--- config.mk ---
export PLATFORM = sky130hd
export DESIGN_NAME = sdram_bus_bridge_flat
export DESIGN_NICKNAME = d
export VERILOG_FILES = /design/src/rtl/sdram_bus_bridge_pkg.sv /design/src/rtl/sdram_bus_bridge_if.sv /design/src/rtl/sdram_bus_bridge_counter.sv /design/src/rtl/sdram_bus_bridge.sv /design/src/flat_wrapper.sv
export SDC_FILE = /design/constraint.sdc
export NUM_CORES = 1
export LEC_CHECK = 0
export CAP_MARGIN = 20
export CORE_ASPECT_RATIO = 1.75
export CORE_MARGIN = 4
export CORE_UTILIZATION = 41
export CTS_BUF_LIST = sky130_fd_sc_hd__clkbuf_4 sky130_fd_sc_hd__clkbuf_8
export CTS_CLUSTER_DIAMETER = 100
export CTS_CLUSTER_SIZE = 24
export DETAILED_ROUTE_END_ITERATION = 8
export GPL_ROUTABILITY_DRIVEN = 0
export GPL_TIMING_DRIVEN = 0
export PLACE_DENSITY = 0.8
export SLEW_MARGIN = 25
export SYNTH_ARGS = -nofsm -noshare
export SYNTH_HDL_FRONTEND = slang
export SYNTH_HIERARCHICAL = 1
export SYNTH_SLANG_ARGS = --single-unit
export TNS_END_PERCENT = 5
--- constraint.sdc ---
create_clock -name clk -period 2.85 [get_ports clk]
set_input_delay 0.57 -clock clk [delete_from_list [all_inputs] [get_ports clk]]
set_output_delay 0.57 -clock clk [all_outputs]
set_load 0.01 [all_outputs]
--- src/rtl/sdram_bus_bridge_pkg.sv ---
// Shared types and constants for the 32-to-16-bit SDRAM host-port bridge.
package sdram_pkg;

    typedef enum logic [2:0] {ST_INIT, ST_IDLE, ST_LO, ST_HI, ST_ACK} state_t;

    localparam logic [1:0] HALF_LO = 2'b00;
    localparam logic [1:0] HALF_HI = 2'b10;

    // 100 us of controller power-up wait plus a margin for PRE/REF/REF/MRS.
    function automatic int init_cycles(input int clkf);
        return (clkf / 10000) + 100;
    endfunction

endpackage

--- src/rtl/sdram_bus_bridge_if.sv ---
// Bus-side and controller-side signals of the bridge; slave = bridge, master = environment.
interface sdram_bus_bridge_if;
    logic [31:0] b_addr;
    logic [31:0] b_wdata;
    logic [3:0]  b_bytesel;
    logic        b_wr_en;
    logic        b_access;
    logic [31:0] b_rdata;
    logic        b_ack;
    logic        b_ready;
    logic [31:0] h_addr;
    logic [15:0] h_wdata;
    logic [15:0] h_rdata;
    logic        h_wr_en;
    logic [1:0]  h_bytesel;
    logic        h_compl;

    modport slave (
        input  b_addr, b_wdata, b_bytesel, b_wr_en, b_access, h_rdata, h_compl,
        output b_rdata, b_ack, b_ready, h_addr, h_wdata, h_wr_en, h_bytesel
    );

    modport master (
        output b_addr, b_wdata, b_bytesel, b_wr_en, b_access, h_rdata, h_compl,
        input  b_rdata, b_ack, b_ready, h_addr, h_wdata, h_wr_en, h_bytesel
    );
endinterface

--- src/rtl/sdram_bus_bridge_counter.sv ---
// Free-running enabled up-counter, cleared only by reset.
module sdram_bus_bridge_counter #(
    parameter int W = 8
) (
    input  logic         clk,
    input  logic         rst_n,
    input  logic         en,
    output logic [W-1:0] count
);
    always_ff @(posedge clk or negedge rst_n) begin
        if (!rst_n)  count <= '0;
        else if (en) count <= count + 1'b1;
    end
endmodule

--- src/rtl/sdram_bus_bridge.sv ---
// Splits a latched 32-bit bus request into up to two 16-bit SDRAM controller
// accesses, skipping halfwords with no byte enables, and reassembles read data.
module sdram_bus_bridge
    import sdram_pkg::*;
#(
    parameter int clkf        = 50000000,
    parameter int INIT_CYCLES = init_cycles(clkf)
) (
    input logic             clk,
    input logic             rst_n,
    sdram_bus_bridge_if.slave bus
);
    localparam int CW = (INIT_CYCLES > 1) ? $clog2(INIT_CYCLES) : 1;
    localparam logic [CW-1:0] INIT_LAST = CW'(INIT_CYCLES - 1);

    state_t        state;
    logic [CW-1:0] init_cnt;
    logic [29:0]   a;
    logic [31:0]   wd;
    logic [3:0]    be;
    logic          wr;
    logic [31:0]   rdata;

    sdram_bus_bridge_counter #(.W(CW)) u_init_cnt (
        .clk   (clk),
        .rst_n (rst_n),
        .en    (state == ST_INIT),
        .count (init_cnt)
    );

    // Controller-side outputs are loaded on the edge that enters LO/HI and held
    // until the h_compl cycle, so the controller never sees a half-updated access.
    always_ff @(posedge clk or negedge rst_n) begin
        if (!rst_n) begin
            state         <= ST_INIT;
            a             <= '0;
            wd            <= '0;
            be            <= '0;
            wr            <= 1'b0;
            rdata         <= '0;
            bus.b_rdata   <= '0;
            bus.b_ack     <= 1'b0;
            bus.b_ready   <= 1'b0;
            bus.h_addr    <= '0;
            bus.h_wdata   <= '0;
            bus.h_wr_en   <= 1'b0;
            bus.h_bytesel <= '0;
        end else begin
            bus.b_ack <= 1'b0;
            case (state)
                ST_INIT: begin
                    if (init_cnt == INIT_LAST) begin
                        state       <= ST_IDLE;
                        bus.b_ready <= 1'b1;
                    end
                end
                ST_IDLE: begin
                    if (bus.b_access) begin
                        a     <= bus.b_addr[31:2];
                        wd    <= bus.b_wdata;
                        be    <= bus.b_bytesel;
                        wr    <= bus.b_wr_en;
                        rdata <= '0;
                        if (|bus.b_bytesel[1:0]) begin
                            state         <= ST_LO;
                            bus.h_addr    <= {bus.b_addr[31:2], HALF_LO};
                            bus.h_wdata   <= bus.b_wdata[15:0];
                            bus.h_bytesel <= bus.b_bytesel[1:0];
                            bus.h_wr_en   <= bus.b_wr_en;
                        end else if (|bus.b_bytesel[3:2]) begin
                            state         <= ST_HI;
                            bus.h_addr    <= {bus.b_addr[31:2], HALF_HI};
                            bus.h_wdata   <= bus.b_wdata[31:16];
                            bus.h_bytesel <= bus.b_bytesel[3:2];
                            bus.h_wr_en   <= bus.b_wr_en;
                        end else begin
                            state       <= ST_ACK;
                            bus.b_ack   <= 1'b1;
                            bus.b_rdata <= '0;
                        end
                    end
                end
                ST_LO: begin
                    if (bus.h_compl) begin
                        if (!wr) rdata[15:0] <= bus.h_rdata;
                        if (|be[3:2]) begin
                            state         <= ST_HI;
                            bus.h_addr    <= {a, HALF_HI};
                            bus.h_wdata   <= wd[31:16];
                            bus.h_bytesel <= be[3:2];
                        end else begin
                            state         <= ST_ACK;
                            bus.b_ack     <= 1'b1;
                            bus.b_rdata   <= {16'h0000, wr ? 16'h0000 : bus.h_rdata};
                            bus.h_bytesel <= '0;
                            bus.h_wr_en   <= 1'b0;
                        end
                    end
                end
                ST_HI: begin
                    if (bus.h_compl) begin
                        if (!wr) rdata[31:16] <= bus.h_rdata;
                        state         <= ST_ACK;
                        bus.b_ack     <= 1'b1;
                        bus.b_rdata   <= {wr ? 16'h0000 : bus.h_rdata, rdata[15:0]};
                        bus.h_bytesel <= '0;
                        bus.h_wr_en   <= 1'b0;
                    end
                end
                ST_ACK: begin
                    state       <= ST_IDLE;
                    bus.b_rdata <= '0;
                end
                default: state <= ST_INIT;
            endcase
        end
    end
endmodule

--- src/flat_wrapper.sv ---
// flat-port wrapper written by rule: the top's interface ports become plain ports
module sdram_bus_bridge_flat import sdram_pkg::*;
#(
    parameter int clkf        = 50000000,
    parameter int INIT_CYCLES = init_cycles(clkf)
)
  (clk, rst_n, bus_b_addr, bus_b_wdata, bus_b_bytesel, bus_b_wr_en, bus_b_access, bus_h_rdata, bus_h_compl, bus_b_rdata, bus_b_ack, bus_b_ready, bus_h_addr, bus_h_wdata, bus_h_wr_en, bus_h_bytesel);
  sdram_bus_bridge_if bus_i ();
  input logic clk;
  input logic rst_n;
  input wire logic [$bits(bus_i.b_addr)-1:0] bus_b_addr;
  input wire logic [$bits(bus_i.b_wdata)-1:0] bus_b_wdata;
  input wire logic [$bits(bus_i.b_bytesel)-1:0] bus_b_bytesel;
  input wire logic [$bits(bus_i.b_wr_en)-1:0] bus_b_wr_en;
  input wire logic [$bits(bus_i.b_access)-1:0] bus_b_access;
  input wire logic [$bits(bus_i.h_rdata)-1:0] bus_h_rdata;
  input wire logic [$bits(bus_i.h_compl)-1:0] bus_h_compl;
  output wire logic [$bits(bus_i.b_rdata)-1:0] bus_b_rdata;
  output wire logic [$bits(bus_i.b_ack)-1:0] bus_b_ack;
  output wire logic [$bits(bus_i.b_ready)-1:0] bus_b_ready;
  output wire logic [$bits(bus_i.h_addr)-1:0] bus_h_addr;
  output wire logic [$bits(bus_i.h_wdata)-1:0] bus_h_wdata;
  output wire logic [$bits(bus_i.h_wr_en)-1:0] bus_h_wr_en;
  output wire logic [$bits(bus_i.h_bytesel)-1:0] bus_h_bytesel;
  assign bus_i.b_addr = bus_b_addr;
  assign bus_i.b_wdata = bus_b_wdata;
  assign bus_i.b_bytesel = bus_b_bytesel;
  assign bus_i.b_wr_en = bus_b_wr_en;
  assign bus_i.b_access = bus_b_access;
  assign bus_i.h_rdata = bus_h_rdata;
  assign bus_i.h_compl = bus_h_compl;
  assign bus_b_rdata = bus_i.b_rdata;
  assign bus_b_ack = bus_i.b_ack;
  assign bus_b_ready = bus_i.b_ready;
  assign bus_h_addr = bus_i.h_addr;
  assign bus_h_wdata = bus_i.h_wdata;
  assign bus_h_wr_en = bus_i.h_wr_en;
  assign bus_h_bytesel = bus_i.h_bytesel;
  sdram_bus_bridge #(.clkf(clkf), .INIT_CYCLES(INIT_CYCLES)) u_core (.clk(clk), .rst_n(rst_n), .bus(bus_i));
endmodule
==> flow_metrics.py <==
metrics = {
    "hold_path": {
        "hp-class": "in2async",
    },
    "timing": {
        "maxSlewHeadroom_pct": 42.1,
        "max_slew.worst_pin.slew_ns": 0.862,
        "finalSetupViolations": 0,
        "tns_ns": 0,
        "period_share_pct": 91.0,
        "rsz0062_at_grt": "false",
        "slew_violations": 0,
        "max_freq_ghz": 0.386,
        "whs_ns": 0.0887,
        "finalHoldViolCount": 0,
        "finalWorstSetupSlack_ns": 0.258,
        "fin_skew_ns": 0.0120,
        "period_needed_ns": 2.59,
    },
    "drt": {
        "wl_per_cell_um": 17.9,
        "drtIter0Drc": 371,
        "vias_per_cell": 5.19,
        "remaining_drc_errors": 0,
        "ant_nets": 0,
        "via_count": 5828,
        "first_pass_iters": 4,
        "routed_wl_um": 20200,
    },
    "grt": {
        "grt_usage_pct": 19.9,
        "grt-ovfl-total": 0,
        "grt_start_max_net_pins": 94,
        "grt_pass1_wl_um": 33100,
        "grt_antenna_before_repair": 1,
        "grt_pass1_vias": 6228,
    },
    "power": {
        "total_power_mw": 10.1,
        "pwr-share-seq_pct": 39.2,
        "combPwrFrac_pct": 44.6,
        "clkPwrFrac_pct": 16.2,
        "leakagePower_nw": 4.37,
        "p_per_area_nw_per_um2": 1020,
        "power.switching_mw": 3.62,
        "peakVddDrop_mv": 0.580,
        "p_int_mw": 6.51,
        "swShare_pct": 35.7,
    },
    "yosys": {
        "yosys_warnings": 6,
        "synth_top_cells_by_area": "dfrtp_1 (55%), mux2_2 (9.1%), nand2_1 (8.4%)",
        "synth_top_area_share_pct": 54.9,
        "yosys_register_bits": 165,
        "yosys.area.top_type": "dfrtp_1",
        "synth_edf_count": 0,
        "synth_nets": 775,
        "seq_area_frac_synth_pct": 54.9,
        "ys_top_cells_by_count": "nand2_1 (168), dfrtp_1 (165), mux2_2 (61), clkbuf_1 (23)",
        "avgSynthCellArea_um2": 11.0,
        "syn_area_um2": 7520,
        "async_flop_share_pct": 100,
        "syn_inst": 685,
        "synth.distinct_cells": 52,
        "ys.flop_type": "dfrtp_1",
        "synth_most_common_cell": "nand2_1",
    },
    "placement": {
        "dp_cells": 1090,
        "pre_cts_slack_ns": 0.0518,
        "place_area_um2": 9550,
        "portBuffers": 170,
        "hpwlAfterDp_um": 15000,
    },
    "clocking": {
        "cts_resized": 0,
        "clock_path_buffers": 2,
        "tritoncts": "built",
        "cts.sinks": 165,
        "cts_buffers": 17,
        "clkLatencyLatePin_ns": 0.44,
        "cts_root_buf": "clkbuf_8",
        "cts_setup_buffers": 0,
        "hold_buffers": 0,
        "h-tree-depth": 4,
        "cts.clk_slew.worst_paths_ns": 0.08,
    },
    "die": {
        "die_area_um2": 20700,
        "die_y_um": 187,
        "coreArea_um2": 18100,
        "die_w_um": 110,
        "start_util_pct": 41.7,
        "rows": 65,
        "ios": 174,
    },
    "finish": {
        "area_growth_pct": 32.1,
        "utilization_pct": 55.1,
        "finish.instance_area_um2": 9940,
        "layout-drive-gt1-share_pct": 16.1,
        "nNetsFinal": 965,
        "instances_no_fill": 1123,
    },
    "critical_path": {
        "cp.required_ns": 3.17,
        "path_max_fanout": 10,
        "path_class": "reg2reg",
        "start_kind": "flip-flop",
        "arrival_ns": 2.91,
        "worst_setup_path_end_kind": "flip-flop",
    },
    "job": {
        "cap_viol_max_count": 0,
    },
    "run_status": {
        "status": "finished, final reports clean",
    },
}
## sequential cells by signal (all words and copies together) (netlist names), 3 cells and up
| name | flops |
|---|---|
| u_core/a | 30 |
| u_core/bus.b_rdata | 32 |
| u_core/bus.h_addr | 31 |
| u_core/bus.h_wdata | 16 |
| u_core/rdata | 16 |
| u_core/state | 3 |
| u_core/u_init_cnt/count | 13 |
| u_core/wd | 16 |
## power groups by stage
stage	sequential, mW	combinational [mW]	clock (mW)
finish	3.98	4.52	1.64
global route	4.10	4.92	1.80
CTS	3.98	4.56	1.70
detailed placement	4.01	4.55	0
global placement	3.98	4.45	0
floorplan	4.14	2.34	0
## critical path, stage by stage, from the launching register on
cell and delay, ns:
dfrtp_1 0.38, buf_2 0.17, buf_1 0.25, clkbuf_1 0.32
nor3_1 0.57, nand4_1 0.26, nor2_2 0.23, nand3_1 0.14
xnor2_1 0.15
## layout make-up
class / count / area [µm²]
diodes: 1 / 2.50
plain buffers: 48 / 228
clock buffers: 22 / 284
clock inverters: 10 / 101
fillers: 1625 / 8120
inverters: 7 / 26.3
multi-input cells: 465 / 3140
flip-flops and latches: 165 / 4130
well taps: 234 / 293
repair buffers: 171 / 1730
## kinds of logic after synthesis
| group | after synthesis | synth area share, % |
|---|---|---|
| muxes | 97 | 15.1 |
| xor gates and xnor gates | 12 | 1.50 |
| DFF | 165 | 54.9 |
| and+or+nand+nor | 255 | 15.4 |
| buffers and inverters | 55 | 3.38 |
| AOI/OAI and AO/OA | 99 | 9.54 |
| other | 1 | 0.0498 |
| adders and majority gates | 1 | 0.166 |
## cells in the final DEF (no fill, tap or decap), types with 3 or more instances in the layout
master	n
buf_1	5
clkdlybuf4s50_1	169
o21ai_0	18
a32o_1	16
inv_1	7
a21oi_1	20
xnor2_1	9
clkbuf_4	3
buf_4	4
nor2_2	3
mux2_2	61
nand2b_1	20
nand3_1	19
clkinvlp_4	3
mux2_4	18
clkbuf_1	23
dfrtp_1	165
nor3b_1	3
buf_2	14
clkbuf_8	19
nor2_1	19
nor2b_1	3
nand4_1	3
clkinv_4	5
mux2i_1	18
nand2_1	168
o2bb2ai_1	15
o31ai_1	18
## worst paths after layout
kind                                 start                          end  slack (ns)  cells past startpoint
min                                  rst_n       u_core/bus.b_rdata[18]        0.09                      1
min reg2reg                   u_core/a[13]                 u_core/a[13]        0.48                      2
max reg2reg                u_core/state[0]  u_core/u_init_cnt/count[10]        0.26                      8
max                        u_core/state[0]  u_core/u_init_cnt/count[10]        0.26                      8
min in group clk              u_core/a[13]                 u_core/a[13]        0.48                      2
max in group asynchronous            rst_n        u_core/bus.h_addr[11]        1.90                      2
## per-layer routing
metal,vias up,global-route usage [%],share of wire [%]
li1,2742,-,-
met1,2870,22.9,39
met2,170,34.2,52
met3,46,4.44,4.8
met4,0,10.6,4.5
met5,-,0,0
No activity file was read; power rests on OpenSTA's default activity.
